File: src/rtl/cs_sched_pkg.sv
// Shared types and helpers for the chip-select round-robin scheduler.
// The rr_pick helper is also used by other shared-resource arbiters.
package cs_sched_pkg;

    localparam int NUM_REQ = 8;
    localparam int SEL_W   = 3;

    typedef enum logic [1:0] {
        ST_IDLE  = 2'd0,
        ST_GRANT = 2'd1,
        ST_GAP   = 2'd2
    } state_e;

    // Returns {found, index}. The search starts at ptr and moves upward,
    // wrapping 7->0, so the requester closest above ptr wins.
    function automatic logic [SEL_W:0] rr_pick(input logic [NUM_REQ-1:0] req,
                                               input logic [SEL_W-1:0]   ptr);
        logic [SEL_W:0]   res;
        logic [SEL_W-1:0] idx;
        res = '0;
        // Walk offsets high to low so the smallest offset is written last.
        for (int k = NUM_REQ - 1; k >= 0; k--) begin
            idx = ptr + SEL_W'(k);
            if (req[idx]) begin
                res = {1'b1, idx};
            end
        end
        return res;
    endfunction

endpackage

File: src/rtl/rr_arb8.sv
// Combinational 8-way round-robin priority picker.
// The caller owns the pointer; this block only searches from it.
module rr_arb8
    import cs_sched_pkg::*;
(
    input  logic [NUM_REQ-1:0] req_i,
    input  logic [SEL_W-1:0]   ptr_i,
    output logic               valid_o,
    output logic [SEL_W-1:0]   idx_o
);

    logic [SEL_W:0] pick;

    always_comb begin
        pick    = rr_pick(req_i, ptr_i);
        valid_o = pick[SEL_W];
        idx_o   = pick[SEL_W-1:0];
    end

endmodule

File: src/rtl/cs_rr_scheduler.sv
// Round-robin owner of a 3-to-8 active-low chip-select decoder.
// Each grant is a bounded slot followed by an optional all-deselected gap.
//
// state    | meaning
// ---------+-----------------------------------------------------------
// ST_IDLE  | no grant, decoder disabled, waiting for any request
// ST_GRANT | one requester owns the decoder, slot counter running
// ST_GAP   | turnaround, decoder disabled, gap counter running
module cs_rr_scheduler
    import cs_sched_pkg::*;
#(
    parameter int SLOT_W     = 4,
    parameter int GAP_CYCLES = 1
) (
    input  logic               clk,
    input  logic               rst,
    input  logic [NUM_REQ-1:0] req,
    input  logic [SLOT_W-1:0]  slot_len,
    output logic               enb,
    output logic [SEL_W-1:0]   sel,
    output logic [NUM_REQ-1:0] gnt,
    output logic               busy
);

    localparam logic [2:0] GAP_LD = 3'(GAP_CYCLES);

    state_e              state_q, state_d;
    logic [SEL_W-1:0]    ptr_q, ptr_d;
    logic [SEL_W-1:0]    sel_q, sel_d;
    logic                enb_q, enb_d;
    logic [NUM_REQ-1:0]  gnt_q, gnt_d;
    logic                busy_q, busy_d;
    logic [SLOT_W-1:0]   slot_cnt_q, slot_cnt_d;
    logic [2:0]          gap_cnt_q, gap_cnt_d;

    logic [SEL_W-1:0]    arb_ptr;
    logic                arb_valid;
    logic [SEL_W-1:0]    arb_idx;
    logic [SLOT_W-1:0]   slot_ld;
    logic                start_grant;
    logic                grant_end;

    // A grant ending with no gap re-arbitrates from the advanced pointer
    // in the same edge, so the picker sees sel+1 rather than ptr_q.
    always_comb begin
        arb_ptr = ptr_q;
        if (state_q == ST_GRANT) begin
            arb_ptr = sel_q + SEL_W'(1);
        end
    end

    rr_arb8 u_arb (
        .req_i   (req),
        .ptr_i   (arb_ptr),
        .valid_o (arb_valid),
        .idx_o   (arb_idx)
    );

    always_comb begin
        slot_ld = slot_len;
        if (slot_len == '0) begin
            slot_ld = SLOT_W'(1);
        end
    end

    always_comb begin
        grant_end = (slot_cnt_q == SLOT_W'(1)) || !req[sel_q];
    end

    always_comb begin
        state_d     = state_q;
        ptr_d       = ptr_q;
        sel_d       = sel_q;
        enb_d       = enb_q;
        gnt_d       = gnt_q;
        slot_cnt_d  = slot_cnt_q;
        gap_cnt_d   = gap_cnt_q;
        start_grant = 1'b0;

        case (state_q)
            ST_IDLE: begin
                enb_d = 1'b1;
                gnt_d = '0;
                if (arb_valid) begin
                    start_grant = 1'b1;
                end
            end

            ST_GRANT: begin
                if (grant_end) begin
                    ptr_d = sel_q + SEL_W'(1);
                    enb_d = 1'b1;
                    gnt_d = '0;
                    if (GAP_CYCLES > 0) begin
                        state_d   = ST_GAP;
                        gap_cnt_d = GAP_LD;
                    end else if (arb_valid) begin
                        start_grant = 1'b1;
                    end else begin
                        state_d = ST_IDLE;
                    end
                end else begin
                    slot_cnt_d = slot_cnt_q - SLOT_W'(1);
                end
            end

            ST_GAP: begin
                enb_d = 1'b1;
                gnt_d = '0;
                // <=1 rather than ==1 so a zero count can never stall here.
                if (gap_cnt_q <= 3'd1) begin
                    if (arb_valid) begin
                        start_grant = 1'b1;
                    end else begin
                        state_d = ST_IDLE;
                    end
                end else begin
                    gap_cnt_d = gap_cnt_q - 3'd1;
                end
            end

            default: begin
                state_d = ST_IDLE;
                enb_d   = 1'b1;
                gnt_d   = '0;
            end
        endcase

        if (start_grant) begin
            state_d    = ST_GRANT;
            sel_d      = arb_idx;
            gnt_d      = NUM_REQ'(1) << arb_idx;
            enb_d      = 1'b0;
            slot_cnt_d = slot_ld;
        end

        busy_d = (state_d != ST_IDLE);
    end

    always_ff @(posedge clk or posedge rst) begin
        if (rst) begin
            state_q    <= ST_IDLE;
            ptr_q      <= '0;
            sel_q      <= '0;
            enb_q      <= 1'b1;
            gnt_q      <= '0;
            busy_q     <= 1'b0;
            slot_cnt_q <= '0;
            gap_cnt_q  <= '0;
        end else begin
            state_q    <= state_d;
            ptr_q      <= ptr_d;
            sel_q      <= sel_d;
            enb_q      <= enb_d;
            gnt_q      <= gnt_d;
            busy_q     <= busy_d;
            slot_cnt_q <= slot_cnt_d;
            gap_cnt_q  <= gap_cnt_d;
        end
    end

    assign enb  = enb_q;
    assign sel  = sel_q;
    assign gnt  = gnt_q;
    assign busy = busy_q;

endmodule

File: config.mk
export PLATFORM = sky130hd
export DESIGN_NAME = cs_rr_scheduler
export DESIGN_NICKNAME = d
export VERILOG_FILES = /design/src/rtl/cs_sched_pkg.sv /design/src/rtl/rr_arb8.sv /design/src/rtl/cs_rr_scheduler.sv
export SDC_FILE = /design/constraint.sdc
export NUM_CORES = 1
export LEC_CHECK = 0
export BUFFER_PORTS_ARGS = -buffer_cell sky130_fd_sc_hd__buf_2
export CAP_MARGIN = 20
export CORE_UTILIZATION = 55
export DETAILED_ROUTE_END_ITERATION = 8
export PLACE_DENSITY = 0.88
export SLEW_MARGIN = 15
export SYNTH_ARGS = -nofsm -noshare
export SYNTH_HDL_FRONTEND = slang
export SYNTH_HIERARCHICAL = 1
export SYNTH_SLANG_ARGS = --single-unit
File: constraint.sdc
create_clock -name clk -period 4.9 [get_ports clk]
set_clock_uncertainty 0.15 [all_clocks]
set_input_delay 0.735 -clock clk [delete_from_list [all_inputs] [get_ports clk]]
set_output_delay 0.735 -clock clk [all_outputs]
set_load 0.01 [all_outputs]
; ---- Word level (Yosys, flattened, before mapping)
; Index checks and enable logic that the tools add are counted.
[word_totals]
ff_bits = 25
inputBits = 14
output_inout_bits = 13
word_cells = 94
[classes]
add_sub_neg = 10
order_cmp = 10
eq_ne = 7
shift = 1
n_mux = 48
n_reduce_logical = 10
[ops]
columns = cell, n
row1 = 2-to-1 mux 4 bit, 12
row2 = "< comparator 3 x 4 -> 1 bit, second input constant", 9
row3 = binary-select mux 1 bit (select 3 bit), 9
row4 = 2-to-1 mux 8 bit, 3
row5 = 2-to-1 mux 1 bit, 14
row6 = "adder 3 bit, second input constant", 4
row7 = 2-to-1 mux 3 bit, 3
row8 = 2-to-1 mux 2 bit, 4
row9 = "<< shifter 1 x 3 -> 8 bit, first input constant", 1
row10 = "adder 3 x 1 -> 3 bit, second input constant", 2
row11 = "adder 3 x 2 -> 3 bit, second input constant", 2
row12 = "!= test 2 bit, second input constant", 3
row13 = case mux 2 bit (3 select lines), 1
row14 = case mux 3 bit (2 select lines), 1
row15 = nonzero test 2 bit, 3
row16 = "== test 4 x 1 -> 1 bit, second input constant", 1
row17 = logical NOT 4 bit, 1
row18 = AND reduction 2 bit, 2
row19 = "subtractor 4 x 1 -> 4 bit, second input constant", 1
row20 = "<= comparator 3 x 1 -> 1 bit, second input constant", 1
row21 = "!= test 3 bit, second input constant", 1
row22 = AND reduction 3 bit, 1
row23 = "subtractor 3 x 1 -> 3 bit, second input constant", 1
row24 = "== test 2 x 1 -> 1 bit, second input constant", 1
row25 = other kinds (5), 5

; ---- Logic depth before layout (Yosys ltp)
; Gate-level depths: netlist (run 1).
[depth]
ltp_word = 18
ltp_mapped = 16
mapped_depth_nobuf = 13

; ---- Hierarchy
; The synthesis (run 1) kept the hierarchy.
[modules_own_cells]
columns = module, n_inst, cells_per_inst, area_each_um2, seq_area_each_um2
row1 = cs_rr_scheduler, 1, 112, 1292.5, 626.9
row2 = rr_arb8, 1, 86, 834.6, 0.0

; ---- Least setup slack after synthesis (run 1)
; OpenSTA, ideal clock, no wires.
[synth_timing]
kind = reg-to-reg
from = register state_q[1]
to = register gnt_q[0], in the netlist gnt[0]
setup_time_ns = 0.121
t_arrival_ns = 3.842
required_time_ns = 4.629
path_slack_ns = 0.787
path_stages_with_launch = 15
synth_period_minus_slack_ns = 4.113
cell_sequence = dfrtp_1 > inv_1 > nand2_1 > o21ai_0 > clkbuf_4 > inv_1 > ha_1 > buf_6 > mux2_1 > mux4_2 > a2111oi_2 > o311ai_1 > a22oi_1 > nor2_1 > a22o_1
[synth_lines]
columns = item, line_no
row1 = "start, declared", cs_rr_scheduler.sv:27  ; state_e state_q, state_d;
row2 = "start signal, assigned", cs_rr_scheduler.sv:151  ; state_q <= state_d;
row3 = == test 2 x 1 -> 1 bit (*), cs_rr_scheduler.sv:47  ; if (state_q == ST_GRANT) begin
row4 = 2-to-1 mux 3 bit (*), cs_rr_scheduler.sv:47
row5 = net arb_ptr[0], cs_rr_scheduler.sv:36  ; logic [SEL_W-1:0] arb_ptr;
row6 = adder 3 bit, cs_sched_pkg.sv:23  ; idx = ptr + SEL_W'(k);
row7 = binary-select mux 1 bit (select 3 bit), cs_sched_pkg.sv:24  ; if (req[idx]) begin
row8 = 2-to-1 mux 1 bit (implied by the code), cs_sched_pkg.sv:24
row9 = 2-to-1 mux 4 bit (7 in series), cs_sched_pkg.sv:24
row10 = 2-to-1 mux 4 bit (*), cs_sched_pkg.sv:24
row11 = net arb_idx[1], cs_rr_scheduler.sv:38  ; logic [SEL_W-1:0] arb_idx;
row12 = << shifter 1 x 3 -> 8 bit (*), cs_rr_scheduler.sv:132  ; gnt_d = NUM_REQ'(1) << arb_idx;
row13 = 2-to-1 mux 8 bit (*), cs_rr_scheduler.sv:129  ; if (start_grant) begin
row14 = "end signal, assigned", cs_rr_scheduler.sv:155  ; gnt_q <= gnt_d;
row15 = "end, declared", cs_rr_scheduler.sv:31  ; logic [NUM_REQ-1:0] gnt_q, gnt_d;
; Mark *: on every way through the listed nets, which the timed path passes. The rest lies on a longest branch. The select of a mux whose other input is x is not followed.
; A chain may end at the register's enable or synchronous reset.

; ---- Final worst setup path (run 1)
[layout_timing]
from = register sel_q[0], in the netlist sel[0]
to = register gnt_q[6], in the netlist gnt[6]
[layout_lines]
columns = item, line_no
row1 = "start, declared", cs_rr_scheduler.sv:29  ; logic [SEL_W-1:0] sel_q, sel_d;
row2 = "start signal, assigned", cs_rr_scheduler.sv:153  ; sel_q <= sel_d;
row3 = adder 3 x 1 -> 3 bit (*), cs_rr_scheduler.sv:48  ; arb_ptr = sel_q + SEL_W'(1);
row4 = 2-to-1 mux 3 bit (*), cs_rr_scheduler.sv:47
row5 = net arb_ptr[1], cs_rr_scheduler.sv:36
row6 = adder 3 bit, cs_sched_pkg.sv:23
row7 = binary-select mux 1 bit (select 3 bit), cs_sched_pkg.sv:24
row8 = 2-to-1 mux 1 bit (implied by the code), cs_sched_pkg.sv:24
row9 = 2-to-1 mux 4 bit (7 in series), cs_sched_pkg.sv:24
row10 = 2-to-1 mux 4 bit (*), cs_sched_pkg.sv:24
row11 = net arb_idx[1], cs_rr_scheduler.sv:38
row12 = << shifter 1 x 3 -> 8 bit (*), cs_rr_scheduler.sv:132
row13 = 2-to-1 mux 8 bit (*), cs_rr_scheduler.sv:129
; Marks and branches as above.

==> results.cfg, run 1 <==
[run_status]
status = complete, no violations

[placed_design]
gp_congestion = 0.9372
dp_hpwl_mm = 3.202
dp.cells = 263
port_buffers = 26
placedInstanceArea_um2 = 2240

[global_route]
grt_max_degree = 26
grt_use_met3_pct = 2.143
use_met1_pct = 31.72
overflow = 0
grt_pass1_wl_mm = 7.327
grt_use_met2_pct = 38.30
busiest_layer = met2
grt_use_total_pct = 22.92
antenna_found_initial = 0
grt_pass1_vias = 1546

[die]
die_x_um = 64.19
fp-row-count = 22
die_y_um = 64.19
ioPinCount = 27
start_util_pct = 57.67
die_area_um2 = 4120
coreArea_um2 = 3689

[timing]
fmax_mhz = 221.4
min_period_ps = 4516
worst_pin_slew_ps = 906.1
rsz0062_at_grt = false
whs_ps = 319.0
finalHoldViolCount = 0
period_share_pct = 92.17
slew_violations = 0
setup_violations = 0
final.setup.tns_ps = 0
slew_headroom_pct = 39.14

[synthesis]
yosysTopAreaCellShare_pct = 28.24
netlist_area_um2 = 2127
synth_edf_count = 0
synth-async-reset-ratio_pct = 100.0
yosys_warnings = 6
yosysUniqueCellTypes = 60
synthAdderAreaFrac_pct = 3.529
ys_dominant_reg_cell = dfrtp_1
syn_nets = 218
ys_top_cells_by_area = dfrtp_1 (28%), mux4_2 (7.4%), mux2_2 (5.3%), mux4_1 (4.9%), ha_1 (3.5%)
ys_seq_area_share_pct = 29.47
synth-compound-area-share_pct = 18.65
synth_mux_area_share_pct = 26.12
ys_seq_elements = 25
yosysMostFrequentCell = dfrtp_1
synth-xor-area-share_pct = 2.059
avgSynthCellArea_um2 = 10.74
synth_area_leader_cell = dfrtp_1
synth_top_family_by_area = multiplexers
syn_inst = 198
synth_common_cells = dfrtp_1 (24), inv_1 (13), nand2_1 (11), nor2_1 (11)
synth_simple_gate_area_share_pct = 13.88

[routing]
dr.pass1.iters = 4
via_per_inst = 6.313
ant_nets = 0
vias = 1692
first_iter_violations = 99
drc = 0
wl_per_cell_um = 16.49
wirelength_mm = 4.418

[cts]
cts_sinks = 25
clk-insertion-delay-late_ps = 270
htree_levels = 1
cts_setup_buffers = 0
hold_buffers = 0
ctsResizeCount = 0
clkTransAtPathRegs_ps = 80
clk_path_buf_depth = 2
cts-buffers-inserted = 3
cts_tree = done
root_buffer = clkbuf_8

[worst_hold_path]
hold_path_class = register to register
min_from = enb

[critical_path]
r2r-start = sel[0]
cp_data_arrival_time_ps = 4570
crit_path_end_kind = register
crit_fanout = 15
worstSetupPathType = register to register
startpoint_type = register
cp-startpoint = sel[0]
critical_path_required_ps = 4950

[layout]
finalNonFillerCells = 268
area_growth_pct = 8.118
final_layout_size_suffix_gt1_share_pct = 29.09
diodes = 0
design_area_um2 = 2300
final_nets = 241

[run]
cap_viol_max_count = 0
[final timing paths]
path,to,slack (ps),cells after the start
hold reg to reg,enb,320,2
setup reg to reg,gnt[6],380,11
max in group asynchronous,enb,3690,3
setup / recovery,gnt[6],380,11
hold / removal,enb,320,2
min in group asynchronous,slot_cnt_q[3],350,2
[through the flow]
step	utilization [%]	setup slack, ps
4_1_cts	61.94	393.8
3_3_place_gp	60.72	639.8
6_report	62.35	383.5
5_1_grt	62.35	145.0
3_5_place_dp	60.72	439.7
2_1_floorplan	-	787.2
[layout make-up]
| type | count | area (µm²) |
|---|---|---|
| Clock buffer | 4 | 45.04 |
| Fill cell | 304 | 1389 |
| Inverter | 13 | 48.80 |
| Multi-Input combinational cell | 150 | 1366 |
| Sequential cell | 25 | 626.9 |
| Tap cell | 48 | 60.06 |
| Timing Repair Buffer | 28 | 152.6 |
[critical path, stage by stage, from the launching register on]
cell and delay [ps]:
dfrtp_1 490, ha_1 350, mux2_2 390, inv_1 130, ha_1 600, mux2_2 400
mux4_2 520, a2111oi_2 390, o311ai_1 140, a22oi_1 470, nor2b_1 250, a22o_1 150
[cell families after synthesis]
family,count (synthesis)
flip-flops,25
XOR/XNOR,5
adder cells (fa/ha/maj),6
multiplexers,35
AO/OA/AOI/OAI,53
buffers and inverters,23
AND/OR/NAND/NOR,51
[state kept, by name, indices dropped and copies added, names as in the netlist]
register	cells
ptr_q	3
sel	3
gap_cnt_q	3
slot_cnt_q	4
busy	1
gnt	8
enb	1
state_q	2
[cells in the final DEF, fill, tap and decap left out, types with 4 or more instances in the layout]
| cell type | Yosys | final |
|---|---|---|
| a22o_1 | 8 | 8 |
| mux4_1 | 4 | 4 |
| o21ai_0 | 8 | 7 |
| a21oi_1 | 10 | 10 |
| nor2b_1 | 5 | 5 |
| dfrtp_1 | 24 | 24 |
| mux2_4 | 5 | 5 |
| buf_2 | 0 | 26 |
| nor2_1 | 11 | 11 |
| mux2_2 | 10 | 10 |
| ha_1 | 6 | 6 |
| inv_1 | 13 | 13 |
| mux4_2 | 7 | 7 |
| mux2i_1 | 6 | 6 |
| nand2_1 | 11 | 11 |
[layer usage]
| metal | routed length, µm | vias to the layer above |
|---|---|---|
| met5 | 0 | - |
| met4 | 29 | 0 |
| met3 | 180 | 4 |
| met2 | 2165 | 44 |
| met1 | 2042 | 843 |
| li1 | - | 801 |
Power of run 1 is not shown: default switching activity piles up to over one toggle a cycle in this logic, so the estimate is an artifact.
==> inputs of run 2 (changes only) <==
- SYNTH_HIERARCHICAL: 1 -> default
==> run 2 against run 1 <==
Effect of this change:
- non-clock buffer count down 2
- global-route usage increased by 3.3 points
- worst setup slack improved by 650 ps
- core utilization is essentially flat
- final area grew 8.4%
- worst hold slack better by 22 ps
- critical path depth shrank 1
- sequential share of layout area decreased by 2.1 points
==> results.cfg, run 2 <==
[synthesis]
yosys_warnings = 0
ys_dominant_reg_cell = dfrtp_1
synth_common_cells = nand2_1 (25), dfrtp_1 (24), inv_1 (14), mux2i_1 (14)
syn_nets = 264
yosysMostFrequentCell = nand2_1
yosysUniqueCellTypes = 65
syn_inst = 244
ys_top_cells_by_area = dfrtp_1 (26%), mux2i_1 (6.1%), mux2i_4 (4.9%), nand2_1 (4.1%), ha_1 (3.3%)
synth_edf_count = 0
ys_seq_area_share_pct = 27.23
netlist_area_um2 = 2302
avgSynthCellArea_um2 = 9.435
synth_area_leader_cell = dfrtp_1
synth-async-reset-ratio_pct = 100.0
ys_seq_elements = 25
yosysTopAreaCellShare_pct = 26.09

[run_status]
status = complete, no violations

[cts]
htree_levels = 1
cts_setup_buffers = 0
cts_tree = done
clkTransAtPathRegs_ps = 90
clk_path_buf_depth = 2
clk-insertion-delay-late_ps = 270
cts-buffers-inserted = 3
cts_sinks = 25
root_buffer = clkbuf_8
ctsResizeCount = 0
hold_buffers = 0

[timing]
setup_violations = 0
finalHoldViolCount = 0
slew_violations = 0
rsz0062_at_grt = false
period_share_pct = 78.92
final.setup.tns_ps = 0
min_period_ps = 3867
worst_pin_slew_ps = 950.7
fmax_mhz = 258.6
slew_headroom_pct = 36.55

[layout]
layout_common_cells = buf_2 (26), nand2_1 (25), dfrtp_1 (24), inv_1 (14), mux2i_1 (14)
final_nets = 287
area_growth_pct = 8.315
largest_register_ffs = 8
final_common_cell = buf_2
multi_input_area_um2 = 1563
diodes = 0
final_layout_size_suffix_gt1_share_pct = 23.68
seq_area_um2 = 626.9
nFillCells = 340

[global_route]
antenna_found_initial = 0
overflow = 0
grt_pass1_wl_mm = 8.783
grt_use_total_pct = 26.26
grt_pass1_vias = 1804
grt_max_degree = 26

[routing]
wirelength_mm = 5.457
first_iter_violations = 130
ant_nets = 0
dr.pass1.iters = 4
via_per_inst = 6.203
drc = 0
vias = 1960
wl_per_cell_um = 17.27

[critical_path]
startpoint_type = register
crit_chain = nand2b_1, mux2i_4, inv_2, ha_1, mux4_2, a21boi_0, a221o_1, o21ba_1, nor2b_4, a22o_1
cpMaxStageDelayCell = ha_1
cp_slowest_stage_delay_ps = 610
worstSetupPathType = register to register
crit_path_end_kind = register
crit_buf_inv = 1
crit_fanout = 11
critPathTopFamily = compound AO/OA/AOI/OAI gates
critical_path_required_ps = 4920
cp_data_arrival_time_ps = 3880

[die]
coreArea_um2 = 4000
die_y_um = 66.70
die_area_um2 = 4449
start_util_pct = 57.55
fp-row-count = 23
die_x_um = 66.70
ioPinCount = 27

[placed_design]
gp_congestion = 0.9653
port_buffers = 26
dp_hpwl_mm = 4.206

[run]
cap_viol_max_count = 0

[worst_hold_path]
hold_path_class = register to register
-- run 2: tightest hold or removal path, stage by stage, from the launching register on --
cell and delay [ps]:
dfrtp_1 350, nand2_1 40, o21ai_1 60
-- run 2: final timing paths --
path                            start            end  slack, ps  depth (start not counted)
setup / recovery           state_q[1]         gnt[1]       1030                         10
hold / removal                 gnt[2]         gnt[2]        340                          2
setup reg to reg           state_q[1]         gnt[1]       1030                         10
hold reg to reg                gnt[2]         gnt[2]        340                          2
max in group asynchronous         rst     state_q[0]       3510                          2
min in group asynchronous         rst  slot_cnt_q[3]        510                          2
-- run 2: final cells by class --
cell class                 instances  share of cell area [%]
clock buffer                       3                   1.656
clock inverter                     1                  0.3011
inverter                          16                   2.509
multi-input combinational        195                   62.67
sequential                        25                   25.14
tap                               50                   2.509
timing repair buffer              26                   5.218
-- run 2: routing by layer --
metal  vias to the layer above  share of wire (%)  track usage, %
met3                         4                3.7           3.253
met1                       940                 48           36.39
li1                        953                  -               -
met4                         0               0.88           3.723
met2                        63                 47           44.32
met5                         -                  0               0
-- run 2: kinds of logic (layout without fill, tap and decap cells) --
| kind of cell | count (synthesis) | in the layout | synth area share [%] |
|---|---|---|---|
| multiplexers | 32 | 32 | 19.13 |
| adder cells (fa/ha/maj) | 6 | 6 | 3.261 |
| XOR/XNOR | 11 | 11 | 4.511 |
| AND/OR/NAND/NOR | 69 | 69 | 15.87 |
| AO/OA/AOI/OAI | 77 | 77 | 25.11 |
| flip-flops | 25 | 25 | 27.23 |
| buffers and inverters | 24 | 46 | 4.891 |
-- run 2: through the flow --
stage	instances	setup slack [ps]	instance area, µm²	hold slack (ps)	utilization [%]
floorplan	244	1571	2302	320.2	-
global placement	312	1161	2445	322.1	61.12
detailed placement	312	1104	2445	324.6	61.12
CTS	316	1081	2494	346.4	62.34
global route	316	785.8	2494	374.0	62.34
finish	316	1033	2494	340.8	62.34
Power of run 2 is left out for the same reason.
